File: src/rtl/cpu_wb_pkg.sv
// Shared types and helpers for the CPU writeback-select stage.
package cpu_wb_pkg;

  localparam int unsigned SEXT_W = 64;

  typedef enum logic [2:0] {
    REGIN_ALU  = 3'd0,
    REGIN_MDR  = 3'd1,
    REGIN_OPB  = 3'd2,
    REGIN_MVI  = 3'd3,
    REGIN_MVHI = 3'd4,
    REGIN_PC   = 3'd5
  } reg_in_t;

  typedef enum logic [1:0] {
    EMPTY = 2'd0,
    ONE   = 2'd1,
    TWO   = 2'd2
  } wb_state_t;

  // Sign-extend ir[dw-1 -: imm_w] to dw bits; result is zero above dw.
  function automatic logic [SEXT_W-1:0] sext_imm(input logic [SEXT_W-1:0] ir,
                                                 input int unsigned       dw,
                                                 input int unsigned       imm_w);
    logic [SEXT_W-1:0] sh;
    logic [SEXT_W-1:0] msk;
    logic [SEXT_W-1:0] dw_msk;
    logic [SEXT_W-1:0] top;
    sh     = ir >> (dw - imm_w);
    msk    = (SEXT_W'(1) << imm_w) - SEXT_W'(1);
    dw_msk = (dw >= SEXT_W) ? '1 : ((SEXT_W'(1) << dw) - SEXT_W'(1));
    top    = ir >> (dw - 1);
    sh     = sh & msk;
    return top[0] ? ((sh | ~msk) & dw_msk) : sh;
  endfunction

endpackage

File: src/rtl/cpu_wb_mux.sv
// Combinational writeback data/destination select for the CPU datapath.
module cpu_wb_mux
  import cpu_wb_pkg::*;
#(
  parameter int unsigned DW       = 16,
  parameter int unsigned RAW      = 3,
  parameter int unsigned IMM_W    = 8,
  parameter int unsigned RD_LSB   = 5,
  parameter int unsigned LINK_REG = (2 ** RAW) - 1
) (
  input  logic [2:0]     i_reg_in,
  input  logic           i_reg_w_sel,
  input  logic [DW-1:0]  i_alu_out,
  input  logic [DW-1:0]  i_mdr,
  input  logic [DW-1:0]  i_op_a,
  input  logic [DW-1:0]  i_op_b,
  input  logic [DW-1:0]  i_ir,
  input  logic [DW-1:0]  i_pc,
  output logic [RAW-1:0] o_addr_c,
  output logic [DW-1:0]  o_data_c
);

  logic [IMM_W-1:0] w_imm;
  logic [DW-1:0]    w_imm_ext;
  logic             w_unused_opa;

  assign w_imm        = i_ir[DW-1 -: IMM_W];
  assign w_imm_ext    = DW'(sext_imm(SEXT_W'(i_ir), DW, IMM_W));
  // Only the low half of op_a feeds move-high.
  assign w_unused_opa = ^i_op_a;

  always_comb begin
    o_data_c = '0;
    case (i_reg_in)
      REGIN_ALU:  o_data_c = i_alu_out;
      REGIN_MDR:  o_data_c = i_mdr;
      REGIN_OPB:  o_data_c = i_op_b;
      REGIN_MVI:  o_data_c = w_imm_ext;
      REGIN_MVHI: o_data_c = {w_imm, i_op_a[DW-IMM_W-1:0]};
      REGIN_PC:   o_data_c = i_pc;
      default:    o_data_c = '0;
    endcase
  end

  assign o_addr_c = i_reg_w_sel ? RAW'(LINK_REG) : i_ir[RD_LSB +: RAW];

endmodule

File: src/rtl/cpu_wb_stage.sv
// Writeback-select stage with a 2-entry elastic buffer toward the register file.
// Optional forwarding ports are enabled by defining WB_FORWARD_EN.
module cpu_wb_stage
  import cpu_wb_pkg::*;
#(
  parameter int unsigned DW       = 16,
  parameter int unsigned RAW      = 3,
  parameter int unsigned IMM_W    = 8,
  parameter int unsigned RD_LSB   = 5,
  parameter int unsigned LINK_REG = (2 ** RAW) - 1
) (
  input  logic           clk,
  input  logic           reset_n,
  input  logic           flush,
  input  logic           in_valid,
  output logic           in_ready,
  input  logic [2:0]     reg_in,
  input  logic           reg_w_sel,
  input  logic [DW-1:0]  alu_out,
  input  logic [DW-1:0]  mdr,
  input  logic [DW-1:0]  op_a,
  input  logic [DW-1:0]  op_b,
  input  logic [DW-1:0]  ir,
  input  logic [DW-1:0]  pc,
  output logic           out_valid,
  input  logic           out_ready,
  output logic [RAW-1:0] out_addr,
  output logic [DW-1:0]  out_data,
`ifdef WB_FORWARD_EN
  input  logic [RAW-1:0] fwd_addr,
  output logic           fwd_hit,
  output logic [DW-1:0]  fwd_data,
`endif
  output logic [1:0]     occupancy
);

  wb_state_t      r_state, w_state_nxt;
  logic [RAW-1:0] r_out_addr, w_out_addr_nxt;
  logic [DW-1:0]  r_out_data, w_out_data_nxt;
  logic [RAW-1:0] r_skid_addr, w_skid_addr_nxt;
  logic [DW-1:0]  r_skid_data, w_skid_data_nxt;
  logic           r_in_ready, w_in_ready_nxt;
  logic           r_out_valid, w_out_valid_nxt;
  logic [1:0]     r_occ, w_occ_nxt;
  logic [RAW-1:0] w_sel_addr;
  logic [DW-1:0]  w_sel_data;
  logic           w_accept;
  logic           w_drain;

  cpu_wb_mux #(
    .DW       (DW),
    .RAW      (RAW),
    .IMM_W    (IMM_W),
    .RD_LSB   (RD_LSB),
    .LINK_REG (LINK_REG)
  ) u_mux (
    .i_reg_in    (reg_in),
    .i_reg_w_sel (reg_w_sel),
    .i_alu_out   (alu_out),
    .i_mdr       (mdr),
    .i_op_a      (op_a),
    .i_op_b      (op_b),
    .i_ir        (ir),
    .i_pc        (pc),
    .o_addr_c    (w_sel_addr),
    .o_data_c    (w_sel_data)
  );

  assign w_accept = in_valid && r_in_ready;
  assign w_drain  = r_out_valid && out_ready;

  always_ff @(posedge clk or negedge reset_n) begin
    if (!reset_n) begin
      r_state     <= EMPTY;
      r_out_addr  <= '0;
      r_out_data  <= '0;
      r_skid_addr <= '0;
      r_skid_data <= '0;
      r_in_ready  <= 1'b1;
      r_out_valid <= 1'b0;
      r_occ       <= 2'd0;
    end else begin
      r_state     <= w_state_nxt;
      r_out_addr  <= w_out_addr_nxt;
      r_out_data  <= w_out_data_nxt;
      r_skid_addr <= w_skid_addr_nxt;
      r_skid_data <= w_skid_data_nxt;
      r_in_ready  <= w_in_ready_nxt;
      r_out_valid <= w_out_valid_nxt;
      r_occ       <= w_occ_nxt;
    end
  end

  always_comb begin
    w_state_nxt     = r_state;
    w_out_addr_nxt  = r_out_addr;
    w_out_data_nxt  = r_out_data;
    w_skid_addr_nxt = r_skid_addr;
    w_skid_data_nxt = r_skid_data;
    w_in_ready_nxt  = 1'b1;
    w_out_valid_nxt = 1'b0;
    w_occ_nxt       = 2'd0;

    case (r_state)
      EMPTY: begin
        if (w_accept) begin
          w_state_nxt    = ONE;
          w_out_addr_nxt = w_sel_addr;
          w_out_data_nxt = w_sel_data;
        end
      end
      ONE: begin
        if (w_accept && !w_drain) begin
          w_state_nxt     = TWO;
          w_skid_addr_nxt = w_sel_addr;
          w_skid_data_nxt = w_sel_data;
        end else if (w_accept) begin
          w_out_addr_nxt = w_sel_addr;
          w_out_data_nxt = w_sel_data;
        end else if (w_drain) begin
          w_state_nxt = EMPTY;
        end
      end
      TWO: begin
        if (w_drain) begin
          w_state_nxt     = ONE;
          w_out_addr_nxt  = r_skid_addr;
          w_out_data_nxt  = r_skid_data;
          w_skid_addr_nxt = '0;
          w_skid_data_nxt = '0;
        end
      end
      default: w_state_nxt = EMPTY;
    endcase

    // Flush drops everything pending, including a same-cycle accept.
    if (flush) begin
      w_state_nxt     = EMPTY;
      w_out_addr_nxt  = r_out_addr;
      w_out_data_nxt  = r_out_data;
      w_skid_addr_nxt = '0;
      w_skid_data_nxt = '0;
    end

    w_in_ready_nxt  = (w_state_nxt != TWO);
    w_out_valid_nxt = (w_state_nxt != EMPTY);
    case (w_state_nxt)
      ONE:     w_occ_nxt = 2'd1;
      TWO:     w_occ_nxt = 2'd2;
      default: w_occ_nxt = 2'd0;
    endcase
  end

  assign in_ready  = r_in_ready;
  assign out_valid = r_out_valid;
  assign out_addr  = r_out_addr;
  assign out_data  = r_out_data;
  assign occupancy = r_occ;

`ifdef WB_FORWARD_EN
  // Youngest matching entry wins: skid is newer than the output register.
  always_comb begin
    fwd_hit  = 1'b0;
    fwd_data = '0;
    if ((r_state == TWO) && (r_skid_addr == fwd_addr)) begin
      fwd_hit  = 1'b1;
      fwd_data = r_skid_data;
    end else if ((r_state != EMPTY) && (r_out_addr == fwd_addr)) begin
      fwd_hit  = 1'b1;
      fwd_data = r_out_data;
    end
  end
`endif

endmodule

File: config.mk
export PLATFORM = sky130hd
export DESIGN_NAME = cpu_wb_stage
export DESIGN_NICKNAME = d
export VERILOG_FILES = /design/src/rtl/cpu_wb_pkg.sv /design/src/rtl/cpu_wb_mux.sv /design/src/rtl/cpu_wb_stage.sv
export SDC_FILE = /design/constraint.sdc
export NUM_CORES = 1
export LEC_CHECK = 0
export CORE_ASPECT_RATIO = 0.7
export CORE_MARGIN = 1
export CORE_UTILIZATION = 33
export CTS_CLUSTER_DIAMETER = 200
export DETAILED_ROUTE_END_ITERATION = 10
export PLACE_DENSITY = 0.65
export SKIP_LAST_GASP = 1
export SYNTH_ARGS = -nofsm -noshare
export SYNTH_HDL_FRONTEND = slang
export SYNTH_SLANG_ARGS = --single-unit
File: constraint.sdc
create_clock -name clk -period 4.9 [get_ports clk]
set_input_delay 0.98 -clock clk [delete_from_list [all_inputs] [get_ports clk]]
set_output_delay 0.98 -clock clk [all_outputs]
set_load 0.005 [all_outputs]
Word-level counts from Yosys, hierarchy flattened
Index checks and enable logic that the tools add are counted.

storage, ports and cells
  bits in registers = 44
  bits of input ports = 105
  output and inout bits = 23
  word-level logic and storage cells = 61

operators by class
  equality and inequality tests = 14
  multiplexer cells = 27
  bitwise logic cells = 1
  reductions and logical operators = 11

operators with widths
  operator            count
  $mux 16             7
  $pmux 16 s6         1
  $pmux 16 s3         1
  $pmux 16 s2         1
  $mux 3              7
  $mux 2              6
  $pmux 3 s3          1
  $eq 3x2->1 const B  2
  $eq 3x3->1 const B  2
  $ne 2x2->1 const B  3
  $ne 3x3->1 const B  2
  $pmux 2 s3          1
  $pmux 3 s2          1
  $reduce_bool 3->1   2
  $eq 2x1->1 const B  2
  $eq 2x2->1 const B  2
  $pmux 2 s2          1
  $reduce_and 4->1    1
  $eq 3x1->1 const B  1
  $logic_and 1x1->1   3
  $logic_not 3->1     1
  $reduce_and 3->1    1
  $logic_not 2->1     1
  $reduce_bool 2->1   1
  2 further kinds     2

Longest topological paths before layout
Gate-level depths: netlist (run 1).

  depth after elaboration = 8
  mapped depth = 7
  depth with buffers taken out = 4

Hierarchy
A second synthesis (run 1) with hierarchy kept.

second synthesis, totals
  cell total of the unflattened synthesis = 316
  area total of the unflattened synthesis = 2999.1 µm²

by module, submodules not included
  module        instances  cells an instance  area an instance (µm²)  seq. area each (µm²)
  cpu_wb_stage  1          200                2077.0                  1102.3
  cpu_wb_mux    1          116                922.1                   0.0

Worst setup path before layout (run 1)
OpenSTA, ideal clock, no wires.

  path kind = input to register
  from = input port reg_in[0]
  to = register r_out_data[14] (netlist: out_data[14])
  library setup time = 0.126 ns
  arrival time = 2.080 ns
  data required time = 4.774 ns
  slack = 2.694 ns
  cell stages on the path = 5
  path buffers = 1
  cells stage by stage = buf_4 -> mux2_1 -> a22oi_1 -> o221ai_1 -> a221o_1

between the ends
  cells in the longest elaborated chain, start to end = 5
  elaborated cells between the ends (all ways) = 10
  classes of those cells = 5 x eq/ne; 4 x mux; 1 x reduce/logical

RTL lines
  element                                   RTL line                                  RTL
  start, declared                           cpu_wb_stage.sv:17                        input logic [2:0] reg_in,
  $eq 3x3->1, or another cell as far along  cpu_wb_mux.sv:34                          case (i_reg_in)
  $pmux 16 s6 (*)                           cpu_wb_mux.sv:34
  $mux 16 (*)                               cpu_wb_stage.sv:106, cpu_wb_stage.sv:117
  $mux 16                                   cpu_wb_stage.sv:113                       if (w_accept && !w_drain) begin
  $pmux 16 s3 (*)                           cpu_wb_stage.sv:104                       case (r_state)
  end signal, assigned                      cpu_wb_stage.sv:85                        r_out_data <= w_out_data_nxt;
  end, declared                             cpu_wb_stage.sv:39                        logic [DW-1:0] r_out_data, w_out_data_nxt;

Mark *: on every way between the ends. The rest lies on a longest branch, timed or not. The select of a mux whose other input is x is not followed.
A chain may end at the register's enable or synchronous reset.

Worst setup path in the final report (run 1)
  from = input port reg_in[1]
  to = register r_out_data[9] (netlist: out_data[9])

The elaborated chain is that of the path after synthesis.

==> out/metrics.yaml, run 1 <==
run_status:
  status: "complete, no violations"
drt:
  first_iter_violations: 183
  viasPerCell: 5.24
  post_drt_wl_per_cell_um: 16.7
  ant_nets: 0
  via_count: 2701
  wirelength_um: 8580
  first_pass_iters: 4
  drc: 0
clocking:
  numCtsBuffers: 5
  clk_latency_ns: 0.29
  clock_path_buffers: 2
  htreeDepth: 2
  clk_pin_slew_ns: 0.07
  cts_tree: "done"
  ctsResizeCount: 0
  ctsRootBufferMaster: "clkbuf_16"
  cts_hold_buf: 0
  cts_sinks: 44
  cts_setup_buffers: 0
floorplan:
  die_h_um: 80.7
  rows: 28
  die_x_um: 114
  dieArea_um2: 9220
  initial_core_util: 0.343
  core_area_um2: 8510
  ios: 128
logic_synthesis:
  syn_area_um2: 2920
  async_reset_ff_frac: 1.00
  synth_top_flop_cell: "dfrtp_1"
  synth_seq_cells: 44
  yosysTopAreaCell: "dfrtp_1"
  synthesis.nets: 395
  synth_cells: 290
  yosys_warnings: 0
  synth_top_area_frac: 0.369
  synth_area_leaders: "dfrtp_1, mux2i_1, o2bb2ai_2, o21ai_1, mux4_2"
  syn_avg_cell_area_um2: 10.1
  synthDistinctLibCells: 50
  yosysSeqAreaShare: 0.378
  synth-edff-count: 0
critical_path:
  crit_type: "input port to register"
  crit_path_start_kind: "input port"
  cp.arrival_ns: 3.16
  crit_path_end_kind: "register"
  required_ns: 5.08
  worstPathMaxFanout: 24
placement:
  io_buffers: 114
  place.gp.congestion: 0.789
  dp_cells: 507
  hpwl_um: 6640
timing:
  fin_hold_ws_ns: 0.485
  setup_viol: 0
  fin_worst_skew_ns: 0.00351
  slew_headroom: 0.338
  timing.final.max_slew_violations: 0
  finalCritPeriodShare: 0.609
  fin_setup_tns_ns: 0
  post-route-min-period_ns: 2.98
  grt_setup_unrepaired: "no"
  hold_violations: 0
  fmax_ghz: 0.335
  worstMarginPinSlew_ns: 0.993
finish:
  antenna_cells: 0
  fin_cells: 515
  drive_gt1_frac: 0.109
  area_growth_pct: 46.8
  nets: 499
global_route:
  grt_antenna_before_repair: 0
  grt_max_degree: 45
  grt_pass1_wl_um: 13900
  track_usage: 0.197
  grt_pass1_vias: 2761
  gr-total-overflow: 0
power_and_ir_drop:
  leakagePower_nw: 1.76
  p_per_area_nw_per_um2: 297
  ir_drop_v: 0.000145
job:
  maxCapViolCount: 0
hold_path:
  min_path_type: "register to register"
## cells in the mapped netlist (2+ instances only)
library cell / instances
dfrtp_1: 43
mux2i_1: 29
nor2_1: 22
o21ai_1: 20
nand2b_1: 14
nand2_1: 13
a21oi_1: 10
a22oi_1: 8
buf_2: 8
buf_4: 7
nor3_1: 7
o2bb2ai_2: 7
o31ai_1: 7
a211oi_1: 6
mux2_1: 6
mux2_2: 6
nand3_1: 6
a221o_1: 5
clkbuf_1: 5
o22ai_1: 5
a32o_1: 4
mux4_2: 4
nor3b_1: 4
a21boi_1: 3
a2bb2oi_1: 3
inv_1: 3
nor2b_1: 3
o21ai_0: 3
o221a_2: 3
o2bb2ai_1: 3
and2_1: 2
inv_2: 2
or2_1: 2
## sequential cells by signal, summed over array words and instances, names as in the netlist
| name | count |
|---|---|
| r_state | 2 |
| out_valid | 1 |
| r_skid_addr | 3 |
| out_data | 16 |
| out_addr | 3 |
| occupancy | 2 |
| in_ready | 1 |
| r_skid_data | 16 |
## critical path: stages
cell             delay (ns)
clkdlybuf4s50_1        0.86
buf_4                  0.37
mux2i_1                0.23
mux4_2                 0.32
o21ai_1                0.08
mux2_1                 0.31
## cell families (layout without fill, tap and decap cells)
group                  after synthesis  after routing  synth area share
AO/OA/AOI/OAI                       92             92             0.242
AND/OR/NAND/NOR                     82             82             0.153
multiplexers                        45             45             0.177
flip-flops                          44             44             0.378
buffers and inverters               27            132            0.0498
## layout make-up
type                    count  area, um2
repair buffers            119       1170
flip-flops and latches     44       1100
inverters                   5       18.8
clock inverters             3       46.3
well taps                 120        150
multi-input cells         219       1670
clock buffers               5        125
fillers                   802       4230
## path summary, 6_finish.rpt
kind                                                    end  cells after the start                    start  slack [ns]
worst min register to register      out_data[9]$_DFFE_PN0P_                      1  out_data[9]$_DFFE_PN0P_        0.48
max in group asynchronous           out_data[5]$_DFFE_PN0P_                      1                  reset_n        3.43
worst max register to register  r_skid_data[13]$_DFFE_PN0P_                      5      out_valid$_DFF_PN0_        2.95
worst min-delay path                out_data[9]$_DFFE_PN0P_                      1  out_data[9]$_DFFE_PN0P_        0.48
worst max-delay path                out_data[9]$_DFFE_PN0P_                      6                reg_in[1]        1.92
min in group asynchronous            occupancy[1]$_DFF_PN0_                      1                  reset_n        0.86
## routing by layer
metal | GRT usage | vias to the layer above | share of wire
met5 | 0 | - | 0
met4 | 0.0390 | 0 | 0.0083
met3 | 0.0438 | 9 | 0.066
met2 | 0.326 | 88 | 0.46
met1 | 0.264 | 1294 | 0.46
li1 | - | 1310 | -
## through the flow
| step | cell area (um2) | power [mW] | worst slack [ns] | utilization |
|---|---|---|---|---|
| after floorplan | 2920 | 0.654 | 2.69 | - |
| after global placement | 4110 | 0.881 | 1.64 | 0.483 |
| after detailed placement | 4110 | 0.888 | 1.60 | 0.483 |
| after CTS | 4280 | 1.28 | 1.90 | 0.503 |
| after global routing | 4280 | 1.34 | 1.77 | 0.503 |
| final | 4280 | 1.27 | 1.92 | 0.503 |
## where the power goes
group	switching, mW	internal [mW]	total (mW)
Sequential	0.0374	0.425	0.462
Clock	0.150	0.242	0.393
Combinational	0.168	0.248	0.416
## layout by cell type, fill, tap and decap left out, types with 2 or more instances in the layout
| master | count |
|---|---|
| a22oi_1 | 8 |
| buf_4 | 5 |
| nand2b_1 | 14 |
| nand3_1 | 6 |
| or2_1 | 2 |
| a211oi_1 | 6 |
| nand2_1 | 13 |
| o31ai_1 | 7 |
| mux2_2 | 6 |
| o21ai_0 | 3 |
| and2_1 | 2 |
| o2bb2ai_2 | 7 |
| clkdlybuf4s50_1 | 112 |
| a21boi_1 | 3 |
| nor2_1 | 22 |
| a2bb2oi_1 | 3 |
| a21oi_1 | 10 |
| buf_2 | 2 |
| inv_2 | 2 |
| mux2_1 | 6 |
| nor3b_1 | 4 |
| o2bb2ai_1 | 3 |
| o22ai_1 | 5 |
| mux2i_1 | 29 |
| dfrtp_1 | 43 |
| a32o_1 | 4 |
| nor3_1 | 7 |
| inv_1 | 3 |
| a221o_1 | 5 |
| nor2b_1 | 3 |
| mux4_2 | 4 |
| o221a_2 | 3 |
| o21ai_1 | 20 |
| clkbuf_16 | 5 |
Note: power is estimated with default switching activity, not from simulation.
==> inputs of run 2 (changes only) <==
--- a/config.mk
+++ b/config.mk
@@ -10,7 +10,7 @@
 export CORE_UTILIZATION = 33
 export CTS_CLUSTER_DIAMETER = 200
 export DETAILED_ROUTE_END_ITERATION = 10
-export PLACE_DENSITY = 0.65
+export PLACE_DENSITY = 0.68
 export SKIP_LAST_GASP = 1
 export SYNTH_ARGS = -nofsm -noshare
 export SYNTH_HDL_FRONTEND = slang
==> constraint.sdc (replaced) <==
create_clock -name clk -period 2.5 [get_ports clk]
set_input_delay 0.5 -clock clk [delete_from_list [all_inputs] [get_ports clk]]
set_output_delay 0.5 -clock clk [all_outputs]
set_load 0.005 [all_outputs]
==> run 2 against run 1 <==
Sequential cell count did not move; sequential power grew 97%; cell count is 2.1% higher; global-route usage rose by 0.35 points; via count increased by 3.0%; wire length up 2.9%; worst hold slack got worse by 0.36 ns; clock power is 97% higher; final area grew 2.7%; total power increased by 99%; combinational power grew 100%; critical path depth decreased by 1; critical endpoint is now r_skid_data[10]$_DFFE_PN0P_.
==> out/metrics.yaml, run 2 (synthesized netlist as in run 1, its figures left out) <==
run_status:
  status: "complete, no violations"
global_route:
  grt_max_degree: 29
  track_usage: 0.200
  grt_pass1_vias: 2783
  grt_pass1_wl_um: 14100
  gr-total-overflow: 0
  grt_antenna_before_repair: 0
floorplan:
  rows: 28
  die_x_um: 114
  initial_core_util: 0.343
  die_h_um: 80.7
  ios: 128
  dieArea_um2: 9220
  core_area_um2: 8510
finish:
  nets: 510
  multi_input_area_um2: 1670
  register_area_um2: 1100
  layout_commonest_cell: "clkdlybuf4s50_1"
  drive_gt1_frac: 0.133
  fillers: 789
  area_growth_pct: 50.7
  antenna_cells: 0
  layout_common_cells: "clkdlybuf4s50_1, dfrtp_1, mux2i_1"
drt:
  wirelength_um: 8830
  viasPerCell: 5.29
  via_count: 2783
  first_iter_violations: 236
  drc: 0
  first_pass_iters: 4
  ant_nets: 0
  post_drt_wl_per_cell_um: 16.8
job:
  maxCapViolCount: 0
power_and_ir_drop:
  p_per_area_nw_per_um2: 576
  ir_drop_v: 0.000304
  power_switching_mw: 0.692
  leakagePower_nw: 1.83
  p_total_mw: 2.53
  pwr-share-seq: 0.359
  p_int_mw: 1.84
  swShare: 0.273
  power_frac_clock: 0.306
  power_frac_comb: 0.334
critical_path:
  path_depth: 5
  worstPathMaxFanout: 7
  slowest_delay_ns: 0.61
  crit_path_end_kind: "register"
  crit_chain: "clkdlybuf4s50_1 -> nand4b_4 -> a21boi_1 -> or3_1 -> o2bb2ai_2"
  crit_type: "input port to register"
  cp_slowest_cell: "clkdlybuf4s50_1"
  rr_worst_depth: 4
  cp.arrival_ns: 2.31
  crit_path_start_kind: "input port"
  crit_buf_inv: 1
  required_ns: 2.72
  path_delay_family: "simple AND/OR/NAND/NOR gates"
clocking:
  clk_latency_ns: 0.29
  cts_sinks: 44
  htreeDepth: 2
  clock_path_buffers: 2
  numCtsBuffers: 5
  clk_pin_slew_ns: 0.06
  ctsRootBufferMaster: "clkbuf_16"
  cts_tree: "done"
  ctsResizeCount: 0
  cts_setup_buffers: 0
  cts_hold_buf: 0
timing:
  fin_worst_skew_ns: 0.00467
  timing.final.max_slew_violations: 0
  finalCritPeriodShare: 0.838
  hold_violations: 0
  worstMarginPinSlew_ns: 0.416
  slew_headroom: 0.723
  post-route-min-period_ns: 2.10
  fmax_ghz: 0.477
  fin_setup_tns_ns: 0
  grt_setup_unrepaired: "no"
  setup_viol: 0
placement:
  hpwl_um: 6980
  io_buffers: 114
  place.gp.congestion: 0.816
hold_path:
  min_path_type: "input port to asynchronous set/reset pin"
-- run 2: changes by cell type in the layout (fill, tap and decap cells not counted) --
| cell | previous run | this run |
|---|---|---|
| inv_6 | 1 | 0 |
| clkbuf_8 | 0 | 1 |
| clkinvlp_4 | 1 | 0 |
| buf_12 | 0 | 2 |
| buf_4 | 5 | 14 |
| clkinv_4 | 0 | 1 |
-- run 2: power by group through the flow --
| stage | Sequential (mW) | Combinational (mW) | Clock [mW] |
|---|---|---|---|
| after floorplan | 0.918 | 0.363 | 0 |
| after detailed placement | 0.923 | 0.847 | 0 |
| after global placement | 0.922 | 0.833 | 0 |
| after CTS | 0.912 | 0.852 | 0.781 |
| after global routing | 0.927 | 0.918 | 0.810 |
| final | 0.910 | 0.847 | 0.776 |
-- run 2: cell type report --
class	count	area share
inverters	5	0.00427
well taps	120	0.0342
clock buffers	6	0.0316
multi-input cells	219	0.380
flip-flops and latches	44	0.251
clock inverters	2	0.00883
repair buffers	130	0.290
-- run 2: final timing paths --
path / slack (ns) / end / start
worst min register to register: 0.48 / out_data[9]$_DFFE_PN0P_ / out_data[9]$_DFFE_PN0P_
min in group clk: 0.48 / out_data[9]$_DFFE_PN0P_ / out_data[9]$_DFFE_PN0P_
worst max-delay path: 0.40 / r_skid_data[10]$_DFFE_PN0P_ / out_ready
worst min-delay path: 0.13 / out_data[15]$_DFFE_PN0P_ / reset_n
max in group asynchronous: 1.79 / r_skid_data[4]$_DFFE_PN0P_ / reset_n
worst max register to register: 0.65 / out_data[11]$_DFFE_PN0P_ / r_state[1]$_DFF_PN0_
-- run 2: through the flow --
step,utilization,instances,instance area [um2],setup WS (ns),hold slack [ns]
CTS,0.516,526,4390,0.416,0.136
global route,0.516,526,4390,0.316,0.150
global placement,0.495,518,4220,0.166,0.438
finish,0.516,526,4390,0.405,0.127
detailed placement,0.495,518,4220,0.133,0.438
floorplan,-,290,2920,0.774,0.204
-- run 2: routing by layer --
layer | part of all wire | routed length, um | GRT usage
met4 | 0.0062 | 55 | 0.0416
met3 | 0.059 | 518 | 0.0430
met5 | 0 | 0 | 0
met1 | 0.46 | 4060 | 0.265
met2 | 0.48 | 4200 | 0.337
==> inputs of run 3 (changes only) <==
==> constraint.sdc (replaced) <==
create_clock -name clk -period 1.9 [get_ports clk]
set_input_delay 0.38 -clock clk [delete_from_list [all_inputs] [get_ports clk]]
set_output_delay 0.38 -clock clk [all_outputs]
set_load 0.005 [all_outputs]
==> run 3 against run 2 <==
Via count grew 4.2%; wire length is 2.1% higher; non-clock buffer count is 32 higher; highest routed layer unchanged; first-iteration DRC count decreased by 5.5%; sequential cell count is the same.
==> out/metrics.yaml, run 3 (synthesized netlist as in run 1, its figures left out) <==
power_and_ir_drop:
  p_int_mw: 2.32
  leakagePower_nw: 1.97
  pwr-share-seq: 0.369
  ir_drop_v: 0.000356
  p_total_mw: 3.25
  p_per_area_nw_per_um2: 702
  power_frac_clock: 0.263
  power_frac_comb: 0.369
  power_switching_mw: 0.931
  swShare: 0.286
floorplan:
  initial_core_util: 0.343
  die_x_um: 114
  core_area_um2: 8510
  rows: 28
  die_h_um: 80.7
  ios: 128
  dieArea_um2: 9220
finish:
  layout_commonest_cell: "clkdlybuf4s50_1"
  register_area_um2: 1100
  area_growth_pct: 58.7
  layout_common_cells: "clkdlybuf4s50_1, buf_4, dfrtp_1"
  multi_input_area_um2: 1670
  drive_gt1_frac: 0.199
  fin_cells: 558
  fillers: 796
  nets: 542
  antenna_cells: 0
drt:
  first_iter_violations: 223
  viasPerCell: 5.20
  first_pass_iters: 4
  via_count: 2901
  post_drt_wl_per_cell_um: 16.1
  wirelength_um: 9010
  drc: 0
  ant_nets: 0
timing:
  timing.final.max_slew_violations: 0
  setup_ws_ns: 0.0492
  setup_viol: 0
  fin_worst_skew_ns: 0.00581
  finalCritPeriodShare: 0.974
  slew_headroom: 0.760
  fin_hold_ws_ns: 0.0549
  fmax_ghz: 0.540
  worstMarginPinSlew_ns: 0.358
  grt_setup_unrepaired: "no"
  post-route-min-period_ns: 1.85
  hold_violations: 0
  fin_setup_tns_ns: 0
global_route:
  grt_pass1_wl_um: 14400
  track_usage: 0.204
  gr-total-overflow: 0
  grt_pass1_vias: 2897
  grt_max_degree: 45
  grt_antenna_before_repair: 0
clocking:
  cts_sinks: 44
  cts_tree: "done"
  clk_pin_slew_ns: 0.07
  ctsResizeCount: 0
  cts_setup_buffers: 0
  numCtsBuffers: 5
  cts_hold_buf: 0
  clock_path_buffers: 2
  clk_latency_ns: 0.28
  htreeDepth: 2
  ctsRootBufferMaster: "clkbuf_16"
critical_path:
  worstPathMaxFanout: 6
  required_ns: 2.07
  crit_path_end_kind: "register"
  cp.arrival_ns: 2.02
  crit_type: "input port to register"
  crit_path_start_kind: "input port"
placement:
  dp_cells: 550
  place_ws_ns: -0.222
  io_buffers: 114
  place.gp.congestion: 0.842
  hpwl_um: 7040
hold_path:
  min_path_type: "input port to asynchronous set/reset pin"
job:
  maxCapViolCount: 0
run_status:
  status: "complete, no violations"
-- run 3: path summary, 6_finish.rpt --
kind	start	cells after the start	slack, ns	to
min in group clk	out_data[9]$_DFFE_PN0P_	1	0.48	out_data[9]$_DFFE_PN0P_
min reg2reg	out_data[9]$_DFFE_PN0P_	1	0.48	out_data[9]$_DFFE_PN0P_
max in group asynchronous	reset_n	2	1.57	in_ready$_DFF_PN1_
max reg2reg	r_state[1]$_DFF_PN0_	4	0.14	out_data[12]$_DFFE_PN0P_
max	in_valid	5	0.05	out_data[12]$_DFFE_PN0P_
min	reset_n	2	0.05	out_addr[1]$_DFFE_PN0P_
-- run 3: critical path, cell delays in order --
cell	delay, ns
clkdlybuf4s50_1	0.55
nand3b_1	0.15
o221a_2	0.40
nor2_4	0.19
mux2_2	0.35
-- run 3: layout make-up --
| cell class | instances | share of cell area |
|---|---|---|
| well taps | 120 | 0.0324 |
| flip-flops and latches | 44 | 0.238 |
| clock inverters | 3 | 0.00406 |
| inverters | 5 | 0.00406 |
| clock buffers | 5 | 0.0270 |
| repair buffers | 162 | 0.333 |
| multi-input cells | 219 | 0.361 |
-- run 3: per-stage QoR --
stage	area [um2]	utilization
after floorplan	2920	-
after global placement	4480	0.526
after detailed placement	4480	0.526
after CTS	4630	0.543
after global routing	4630	0.544
final	4630	0.544
-- run 3: power by group through the flow --
stage	sequential [mW]	clock, mW	combinational, mW
after detailed placement	1.21	0	1.19
final	1.20	0.853	1.20
after floorplan	1.21	0	0.478
after CTS	1.20	0.865	1.20
after global routing	1.22	0.910	1.30
after global placement	1.21	0	1.18
-- run 3: routing by layer --
| metal | up-vias | track usage | wire length [um] |
|---|---|---|---|
| met1 | 1398 | 0.267 | 4170 |
| met4 | 0 | 0.0455 | 106 |
| met5 | - | 0 | 0 |
| met2 | 91 | 0.355 | 4320 |
| met3 | 8 | 0.0325 | 408 |
| li1 | 1404 | - | - |
